==> src/rtl/sram_stream_fifo_ctrl_pkg.sv <==
// Shared definitions for SRAM-backed streaming stages.
// - DATA_W_DEF / ADDR_W_DEF : default word and address widths of the SRAM macro
// - SKID_DEPTH              : output skid depth that hides the macro's read latency
// - depth_of()              : number of SRAM entries for a given address width
package sram_stream_fifo_ctrl_pkg;

    localparam int DATA_W_DEF = 32;
    localparam int ADDR_W_DEF = 8;
    localparam int SKID_DEPTH = 2;

    function automatic int depth_of(input int addr_w);
        return 1 << addr_w;
    endfunction

endpackage

==> src/rtl/sram_stream_fifo_ctrl_skid.sv <==
// Two-entry output skid buffer. Slot 0 is the head of the queue.
// Ports:
//   clock, reset  single clock, synchronous active-high reset (clears count only)
//   push          capture push_data this cycle
//   push_data     word to capture
//   pop           remove the head this cycle (only meaningful when count != 0)
//   head          slot 0; holds its last value when the buffer is empty
//   count         number of valid entries, 0..2
module stream_skid_buffer #(
    parameter int DATA_W = 32
) (
    input  logic              clock,
    input  logic              reset,
    input  logic              push,
    input  logic [DATA_W-1:0] push_data,
    input  logic              pop,
    output logic [DATA_W-1:0] head,
    output logic [1:0]        count
);

    logic [DATA_W-1:0] slot0;
    logic [DATA_W-1:0] slot1;
    logic [1:0]        kept;

    // occupancy once this cycle's pop has been taken out
    assign kept = count - {1'b0, pop};
    assign head = slot0;

    always_ff @(posedge clock) begin
        if (reset) begin
            count <= '0;
        end else begin
            count <= kept + {1'b0, push};
        end
    end

    // Data slots are not reset: out_bits only has to hold its last value while empty.
    always_ff @(posedge clock) begin
        if (pop && count == 2'd2) begin
            slot0 <= slot1;
        end
        if (push) begin
            if (kept == 2'd0) begin
                slot0 <= push_data;
            end else begin
                slot1 <= push_data;
            end
        end
    end

endmodule

==> src/rtl/sram_stream_fifo_ctrl.sv <==
// Streaming FIFO controller mastering a 1W/1R SRAM macro with 1-cycle read latency.
// Reads are prefetched into a 2-entry skid buffer so the consumer sees a plain
// ready/valid stream at one word per cycle.
// Ports:
//   clock, reset                 single clock, synchronous active-high reset
//   in_valid/in_ready/in_bits    write-side stream
//   out_valid/out_ready/out_bits read-side stream (out_bits = skid head)
//   count                        total occupancy: SRAM + in-flight read + skid
//   W0_addr/W0_en/W0_data        SRAM write port
//   R0_addr/R0_en/R0_data        SRAM read port; R0_data valid the cycle after R0_en
module sram_stream_fifo_ctrl
    import sram_stream_fifo_ctrl_pkg::*;
#(
    parameter int DATA_W = DATA_W_DEF,
    parameter int ADDR_W = ADDR_W_DEF
) (
    input  logic              clock,
    input  logic              reset,
    input  logic              in_valid,
    output logic              in_ready,
    input  logic [DATA_W-1:0] in_bits,
    output logic              out_valid,
    input  logic              out_ready,
    output logic [DATA_W-1:0] out_bits,
    output logic [ADDR_W+1:0] count,
    output logic [ADDR_W-1:0] W0_addr,
    output logic              W0_en,
    output logic [DATA_W-1:0] W0_data,
    output logic [ADDR_W-1:0] R0_addr,
    output logic              R0_en,
    input  logic [DATA_W-1:0] R0_data
);

    localparam logic [ADDR_W:0] DEPTH_CNT = (ADDR_W + 1)'(depth_of(ADDR_W));

    logic [ADDR_W-1:0] wr_ptr;
    logic [ADDR_W-1:0] rd_ptr;
    logic [ADDR_W:0]   mem_count;
    logic              inflight;
    logic [1:0]        skid_count;
    logic              pop;
    logic [2:0]        skid_claim;

    assign in_ready  = (mem_count != DEPTH_CNT);
    assign W0_en     = in_valid & in_ready;
    assign W0_addr   = wr_ptr;
    assign W0_data   = in_bits;

    assign out_valid = (skid_count != 2'd0);
    assign pop       = out_valid & out_ready;

    // Skid slots already spoken for after this cycle's pop. mem_count only counts
    // writes from earlier cycles, so a read can never target this cycle's write address.
    assign skid_claim = 3'(skid_count) + 3'(inflight) - 3'(pop);
    assign R0_en      = (mem_count != '0) && (skid_claim < 3'(SKID_DEPTH));
    assign R0_addr    = rd_ptr;

    assign count = (ADDR_W + 2)'(mem_count) + (ADDR_W + 2)'(inflight)
                 + (ADDR_W + 2)'(skid_count);

    always_ff @(posedge clock) begin
        if (reset) begin
            wr_ptr    <= '0;
            rd_ptr    <= '0;
            mem_count <= '0;
            inflight  <= 1'b0;
        end else begin
            if (W0_en) begin
                wr_ptr <= wr_ptr + 1'b1;
            end
            if (R0_en) begin
                rd_ptr <= rd_ptr + 1'b1;
            end
            unique case ({W0_en, R0_en})
                2'b10:   mem_count <= mem_count + 1'b1;
                2'b01:   mem_count <= mem_count - 1'b1;
                default: mem_count <= mem_count;
            endcase
            inflight <= R0_en;
        end
    end

    // A read issued just before reset is dropped because inflight clears with it.
    stream_skid_buffer #(
        .DATA_W (DATA_W)
    ) u_skid (
        .clock     (clock),
        .reset     (reset),
        .push      (inflight),
        .push_data (R0_data),
        .pop       (pop),
        .head      (out_bits),
        .count     (skid_count)
    );

endmodule

==> config.mk <==
export PLATFORM = sky130hd
export DESIGN_NAME = sram_stream_fifo_ctrl
export DESIGN_NICKNAME = d
export VERILOG_FILES = /design/src/rtl/sram_stream_fifo_ctrl_pkg.sv /design/src/rtl/sram_stream_fifo_ctrl_skid.sv /design/src/rtl/sram_stream_fifo_ctrl.sv
export SDC_FILE = /design/constraint.sdc
export NUM_CORES = 1
export LEC_CHECK = 0
export CAP_MARGIN = 5
export CORE_MARGIN = 2
export CORE_UTILIZATION = 44
export CTS_BUF_LIST = sky130_fd_sc_hd__clkbuf_16
export CTS_CLUSTER_DIAMETER = 150
export CTS_CLUSTER_SIZE = 24
export DETAILED_ROUTE_END_ITERATION = 8
export GPL_TIMING_DRIVEN = 0
export PLACE_DENSITY_LB_ADDON = 0.2
export SETUP_SLACK_MARGIN = 0.2
export SLEW_MARGIN = 20
export SYNTH_ARGS = -nofsm -noshare
export SYNTH_HDL_FRONTEND = slang
export SYNTH_SLANG_ARGS = --single-unit
==> constraint.sdc <==
create_clock -name clock -period 5.7 [get_ports clock]
set_input_delay 1.14 -clock clock [delete_from_list [all_inputs] [get_ports clock]]
set_output_delay 1.14 -clock clock [all_outputs]
set_load 0.01 [all_outputs]
# --- Word level (Yosys, flattened, before mapping) ---
# Cells that the tools add are included.
totals:
  wordCells: 36
  in_bits: 68
  out_inout_bits: 94
  register_bits: 92
op_classes:
  mux: 4
  n_bitwise: 3
  n_reduce_logical: 7
  n_eq_ne: 4
  order_cmp: 1
  n_addsub: 10
op_table:
  columns: ["cell", "count"]
  rows:
  - ["32-bit 2-to-1 mux", 3]
  - ["9-bit case mux with 2 select lines", 1]
  - ["8-bit by 1-bit adder with 8-bit output (second input constant)", 2]
  - ["10-bit by 2-bit adder with 10-bit output", 1]
  - ["9-bit by 1-bit adder with 10-bit output", 1]
  - ["9-bit by 1-bit adder with 9-bit output (second input constant)", 1]
  - ["9-bit inequality test (second input constant)", 1]
  - ["9-bit nonzero test", 1]
  - ["9-bit by 1-bit subtractor with 9-bit output (second input constant)", 1]
  - ["2-bit equality test (second input constant)", 2]
  - ["2-bit nonzero test", 2]
  - ["2-bit by 1-bit adder with 3-bit output", 1]
  - ["3-bit by 2-bit < comparator with 1-bit output (second input constant)", 1]
  - ["3-bit by 1-bit subtractor with 3-bit output", 1]
  - ["2-bit by 1-bit adder with 2-bit output", 1]
  - ["1-bit bitwise AND", 2]
  - ["2-bit by 1-bit equality test with 1-bit output (second input constant)", 1]
  - ["1-bit logical AND", 2]
  - ["2-bit zero test", 1]
  - ["2-bit AND reduction", 1]
  - ["2-bit by 1-bit subtractor with 2-bit output", 1]
  - ["1-bit NOT", 1]

# --- Longest topological paths before layout ---
depth:
  word_depth: 7
  ltp_mapped: 14
  depth_no_buf: 14

# --- Hierarchy ---
# A second synthesis with hierarchy kept.
unflattened:
  cells_unflattened: 366
  area_unflattened_um2: 4660.7
by_module_without_submodules:
  columns: ["mod", "cells_each", "area_per_inst_um2", "seq_area_each_um2", "n_inst"]
  rows:
  - ["stream_skid_buffer", 147, 2760.1, 1641.6, 1]
  - ["sram_stream_fifo_ctrl", 219, 1900.6, 520.5, 1]

# --- Worst setup path after synthesis ---
# No wires, ideal clock.
synth_timing:
  kind: "input-to-reg"
  start: "input port out_ready"
  end: "register mem_count[8]"
  t_required_ps: 5579
  path_buffers: 1
  stages: 14
  setup_slack_ps: 1124
  setup_time_ps: 121
  arrival_time_ps: 4455
  path_cell_list: "nand3b_1 -> inv_1 -> clkbuf_1 -> fa_1 -> xnor2_1 -> o311ai_4 -> inv_4 -> ha_1 -> ha_1 -> a21o_1 -> a31o_2 -> o21ai_0 -> or3b_1 -> mux2_2"
synth_via:
  elab_chain_len: 6
  word_cells_on_any_way: 8
  cone_classes: "1 x add/sub; 1 x order compare; 2 x eq/ne; 1 x mux; 1 x bitwise; 2 x reduce/logical"
synth_rtl:
  columns: ["element", "line", "rtl"]
  rows:
  - ["start: declaration", "sram_stream_fifo_ctrl.sv:23", "input logic out_ready,"]
  - ["1-bit bitwise AND *", "sram_stream_fifo_ctrl.sv:50", "assign pop = out_valid & out_ready;"]
  - ["3-bit by 1-bit subtractor with 3-bit output *", "sram_stream_fifo_ctrl.sv:54", "assign skid_claim = 3'(skid_count) + 3'(inflight) - 3'(pop);"]
  - ["3-bit by 2-bit < comparator with 1-bit output *", "sram_stream_fifo_ctrl.sv:55", "assign R0_en = (mem_count != '0) && (skid_claim < 3'(SKID_DEPTH));"]
  - ["1-bit logical AND *", "sram_stream_fifo_ctrl.sv:55", null]
  - ["via R0_en", "sram_stream_fifo_ctrl.sv:30", "output logic R0_en,"]
  - ["2-bit by 1-bit equality test with 1-bit output / 2-bit equality test (equally long branches)", "sram_stream_fifo_ctrl.sv:74", "unique case ({W0_en, R0_en})"]
  - ["9-bit case mux with 2 select lines / 2-bit nonzero test (equally long branches)", null, null]
  - ["end signal: assignment", "sram_stream_fifo_ctrl.sv:75", "2'b10: mem_count <= mem_count + 1'b1;"]
  - ["end signal: assignment", "sram_stream_fifo_ctrl.sv:76", "2'b01: mem_count <= mem_count - 1'b1;"]
  - ["end signal: assignment", "sram_stream_fifo_ctrl.sv:77", "default: mem_count <= mem_count;"]
  - ["end: declaration", "sram_stream_fifo_ctrl.sv:38", "logic [ADDR_W:0] mem_count;"]
# Mark *: on every way through the listed nets, which the timed path passes. The rest lies on a longest branch.
# A chain may end at the register's enable or synchronous reset.

# --- Final worst setup path ---
layout_timing:
  start: "input port out_ready"
  end: "register mem_count[5]"
layout_via:
  elab_chain_len: 6
  word_cells_on_any_way: 8
  cone_classes: "1 x add/sub; 1 x order compare; 2 x eq/ne; 1 x mux; 1 x bitwise; 2 x reduce/logical"
layout_rtl:
  columns: ["element", "line"]
  rows:
  - ["1-bit bitwise AND *", "sram_stream_fifo_ctrl.sv:50"]
  - ["3-bit by 1-bit subtractor with 3-bit output *", "sram_stream_fifo_ctrl.sv:54"]
  - ["3-bit by 2-bit < comparator with 1-bit output *", "sram_stream_fifo_ctrl.sv:55"]
  - ["1-bit logical AND *", "sram_stream_fifo_ctrl.sv:55"]
  - ["2-bit by 1-bit equality test with 1-bit output / 2-bit equality test (equally long branches)", "sram_stream_fifo_ctrl.sv:74"]
  - ["9-bit case mux with 2 select lines / 2-bit nonzero test (equally long branches)", null]
# Mark *: on every way between the ends. The rest lies on a longest branch, timed or not.

==> run_results.csv <==
group,metric,value,unit
setup_path,r2r_end,"mem_count[5]",
setup_path,rrSetupSlack,1340,ps
synth,postSynth.asyncResetShare,0,
synth,cell_area_synth,0.004234,mm²
floorplan,floorplan.die.height,102.1,µm
min_path,hold_depth,2,
setup_path,data_required_time_of_the_critical_path,5960,ps
placed_design,post-place-cells,699,
layout,area.sequential,0.002162,mm²
synth,synth_nets,526,
global_route,first_global_vias,3467,
setup_path,timing.critical_path.from_type,"input pin",
synth,primary_ff_master_synth,"sky130_fd_sc_hd__dfxtp_1",
power,power_per_cell_area,496.7,mW/mm²
synth,yosysSeqAreaShare,0.5106,
outcome,result_of_the_run,"completed",
placed_design,preCtsSetupSlack,170.5,ps
sta,post-route-min-period,5148,ps
sta,timing_worst_slew_pin_value,586.0,ps
placed_design,place.port_buffers,128,
layout,commonest_cells_after_routing_fill_and_taps_aside,"128 x sky130_fd_sc_hd__clkdlybuf4s50_1, 85 x sky130_fd_sc_hd__nand2_1, 60 x sky130_fd_sc_hd__dfxtp_1, 53 x sky130_fd_sc_hd__nor2_1, 33 x sky130_fd_sc_hd__a31oi_1",
sta,rsz_0062_raised_after_global_routing,"false",
layout,fin_cells,715,
floorplan,row_count,35,
synth,syn-instance-count,441,
min_path,hp-start,"u_skid.head[31]",
synth,yosys_register_bits,92,
clock_network,post-cts-setup-buffer-count,0,
clock_network,maximum_root_to_sink_buffer_count,2,
setup_path,cp-end-kind,"flip-flop",
layout,filler_cell_count,773,
setup_path,worstReg2RegStart,"u_skid.count[1]",
clock_network,library_cell_used_as_clock_root_buffer,"sky130_fd_sc_hd__clkbuf_16",
clock_network,cts.htree.levels,3,
global_route,globalRouteOverflowTotal,0,
sta,timing.final.max_slew_violations,0,
routing,drt-initial-drc-count,144,
layout,antenna_diode_count,0,
sta,slew-limit-headroom,0.6093,
synth,synth_area_per_cell,9.601,µm²
routing,vias_per_cell,5.021,
routing,drt_drc_violations_left,0,
power,static-leakage-power,2.395,nW
placed_design,globalplace.congestion,0.8385,
sta,number_of_hold_slack_violations_in_the_final_timing_report,0,
layout,drive_above_1_share,0.1177,
routing,wl,10.07,mm
layout,multiInputGateArea,0.001708,mm²
sta,timing.clock.skew,13.36,ps
sta,timing.final.crit_share,0.9032,
routing,final_antenna_violating_net_count,0,
flow_run,max_cap_violations,0,
global_route,largest_net_degree_at_the_start_of_global_routing,22,
sta,tns,0,ps
min_path,hold_path_class,"flip-flop to flip-flop",
layout,areaGrowthSynthToFinish,41.64,%
sta,maxClockFrequency,194.3,MHz
floorplan,design.die.area,0.01042,mm²
global_route,track_usage,0.1956,
setup_path,worst_r2r_path_depth,14,
power,peak_ir_drop_on_the_vdd_network,0.4133,mV
clock_network,holdBufCountCts,0,
setup_path,timing.critical_path.fanout_max,10,
setup_path,cp_data_arrival_time,5410,ps
floorplan,dieWidth,102.1,µm
global_route,grt_first_pass_wirelength,16.26,mm
routing,total_via_count_after_detailed_routing,3590,
layout,layout_commonest_cell,"sky130_fd_sc_hd__clkdlybuf4s50_1",
floorplan,floorplan.io_pins,162,
sta,finalSetupViolCount,0,
placed_design,dp_hpwl,7.324,mm
clock_network,cts_tree,"built",
clock_network,worstSkewPairLatency,340,ps
min_path,hold_end,"u_skid.head[31]",
synth,synth_cell_types,45,
synth,post_synth_edffs,32,
clock_network,cts-buffers-inserted,9,
global_route,grt_antenna_before_repair,0,
sta,fin_ws,552.0,ps
clock_network,cts_num_sinks,92,
clock_network,clk_transition_reported_paths,70,ps
floorplan,floorplan.initialDensity,0.4561,
setup_path,crit_path_start,"out_ready",
synth,yosys_warnings,0,
setup_path,worst-setup-path-type,"input pin to flip-flop",
floorplan,floorplan_core_area,0.009284,mm²
routing,drt_pass1_iterations,4,
routing,wl_per_cell,14.09,µm
layout,nNetsFinal,666,
==> repair_timing <==
item / in CTS / in global routing
gates resized for setup: 0 / 2
endpoints found under the setup margin: 0 / 2
endpoints found under the hold margin: 0 / 0
==> per-layer routing <==
layer / vias to the layer above / routed length, µm / GRT usage
li1: 1762 / - / -
met5: - / 0 / 0
met4: 0 / 90 / 0.04308
met3: 14 / 582 / 0.03762
met1: 1695 / 4460 / 0.2474
met2: 119 / 4940 / 0.3482
==> how the worst max path moves through the flow <==
stage | end | slack (ps)
5_1_grt | mem_count[8] | 230
4_1_cts | mem_count[5] | 480
2_1_floorplan | mem_count[8] | 1120
3_5_place_dp | mem_count[5] | 170
6_report | mem_count[5] | 550
3_3_place_gp | mem_count[5] | 220
==> synthesized netlist by cell type, types with 2 or more instances <==
| cell type | count | area, µm² |
|---|---|---|
| sky130_fd_sc_hd__edfxtp_1 | 32 | 960.9 |
| sky130_fd_sc_hd__nand4_1 | 4 | 25.02 |
| sky130_fd_sc_hd__a31oi_1 | 33 | 206.5 |
| sky130_fd_sc_hd__nand3b_1 | 2 | 15.01 |
| sky130_fd_sc_hd__ha_1 | 13 | 162.7 |
| sky130_fd_sc_hd__or3_1 | 3 | 18.77 |
| sky130_fd_sc_hd__dfxtp_1 | 60 | 1201 |
| sky130_fd_sc_hd__nand3_1 | 7 | 35.03 |
| sky130_fd_sc_hd__xor2_1 | 7 | 61.31 |
| sky130_fd_sc_hd__nand2_1 | 85 | 319.1 |
| sky130_fd_sc_hd__o21ai_0 | 10 | 50.05 |
| sky130_fd_sc_hd__buf_4 | 32 | 240.2 |
| sky130_fd_sc_hd__nor3_1 | 6 | 30.03 |
| sky130_fd_sc_hd__fa_1 | 4 | 80.08 |
| sky130_fd_sc_hd__and3_1 | 2 | 12.51 |
| sky130_fd_sc_hd__a21oi_1 | 12 | 60.06 |
| sky130_fd_sc_hd__or3_2 | 3 | 22.52 |
| sky130_fd_sc_hd__clkbuf_1 | 12 | 45.04 |
| sky130_fd_sc_hd__mux2i_1 | 4 | 40.04 |
| sky130_fd_sc_hd__xnor2_1 | 16 | 140.1 |
| sky130_fd_sc_hd__inv_1 | 9 | 33.78 |
| sky130_fd_sc_hd__a21o_1 | 4 | 30.03 |
| sky130_fd_sc_hd__nor4_1 | 3 | 18.77 |
| sky130_fd_sc_hd__nor2_1 | 54 | 202.7 |
| sky130_fd_sc_hd__buf_2 | 3 | 15.01 |
| sky130_fd_sc_hd__or4_4 | 2 | 22.52 |
==> critical path, stage by stage <==
cell and delay (ps):
sky130_fd_sc_hd__clkdlybuf4s50_1 420, sky130_fd_sc_hd__nand3b_1 260, sky130_fd_sc_hd__inv_1 170, sky130_fd_sc_hd__clkbuf_2 260
sky130_fd_sc_hd__fa_1 450, sky130_fd_sc_hd__xnor2_1 250, sky130_fd_sc_hd__o311ai_4 230, sky130_fd_sc_hd__inv_4 140
sky130_fd_sc_hd__ha_1 420, sky130_fd_sc_hd__ha_1 310, sky130_fd_sc_hd__a21o_1 170, sky130_fd_sc_hd__a21oi_1 290
sky130_fd_sc_hd__o21ai_0 170, sky130_fd_sc_hd__or4b_2 630, sky130_fd_sc_hd__o211ai_1 100
==> report_power, final <==
group	switching, mW	internal, mW	leakage (nW)
registers	0.118	0.884	0.788
logic	0.721	0.691	1.47
clock network	0.263	0.303	0.134
==> sequential cells by signal, summed over array words and instances (netlist names) <==
name / flops
R0_addr: 8
W0_addr: 8
inflight: 1
mem_count: 9
u_skid.count: 2
u_skid.head: 32
u_skid.slot1: 32
==> stage by stage <==
stage	total power, mW	util	instance area [µm²]	hold WS [ps]
2_1_floorplan	1.840	-	4234	495.0
3_3_place_gp	2.377	0.6115	5677	458.5
3_5_place_dp	2.429	0.6152	5712	463.0
4_1_cts	3.000	0.6458	5996	476.0
5_1_grt	3.199	0.6460	5997	490.8
6_report	2.979	0.6460	5997	474.8
==> logic make-up (layout without fill, tap and decap cells) <==
kind of cell | Yosys count | in the layout | share of synthesized area
buffers and inverters | 61 | 206 | 0.08776
adders and majority gates | 17 | 17 | 0.05733
DFF | 92 | 92 | 0.5106
AOI/OAI and AO/OA | 65 | 65 | 0.1011
muxes | 5 | 5 | 0.01212
xor gates and xnor gates | 23 | 23 | 0.04758
and+or+nand+nor | 178 | 178 | 0.1835
==> area by class of cell <==
type	count	area share
plain buffers	50	0.05487
repair buffers	129	0.2182
clock buffers	9	0.03755
inverters	11	0.007302
multi-input cells	288	0.2848
flip-flops and latches	92	0.3605
well taps	129	0.02691
clock inverters	7	0.009806
Note: power is estimated with default switching activity, not from simulation.
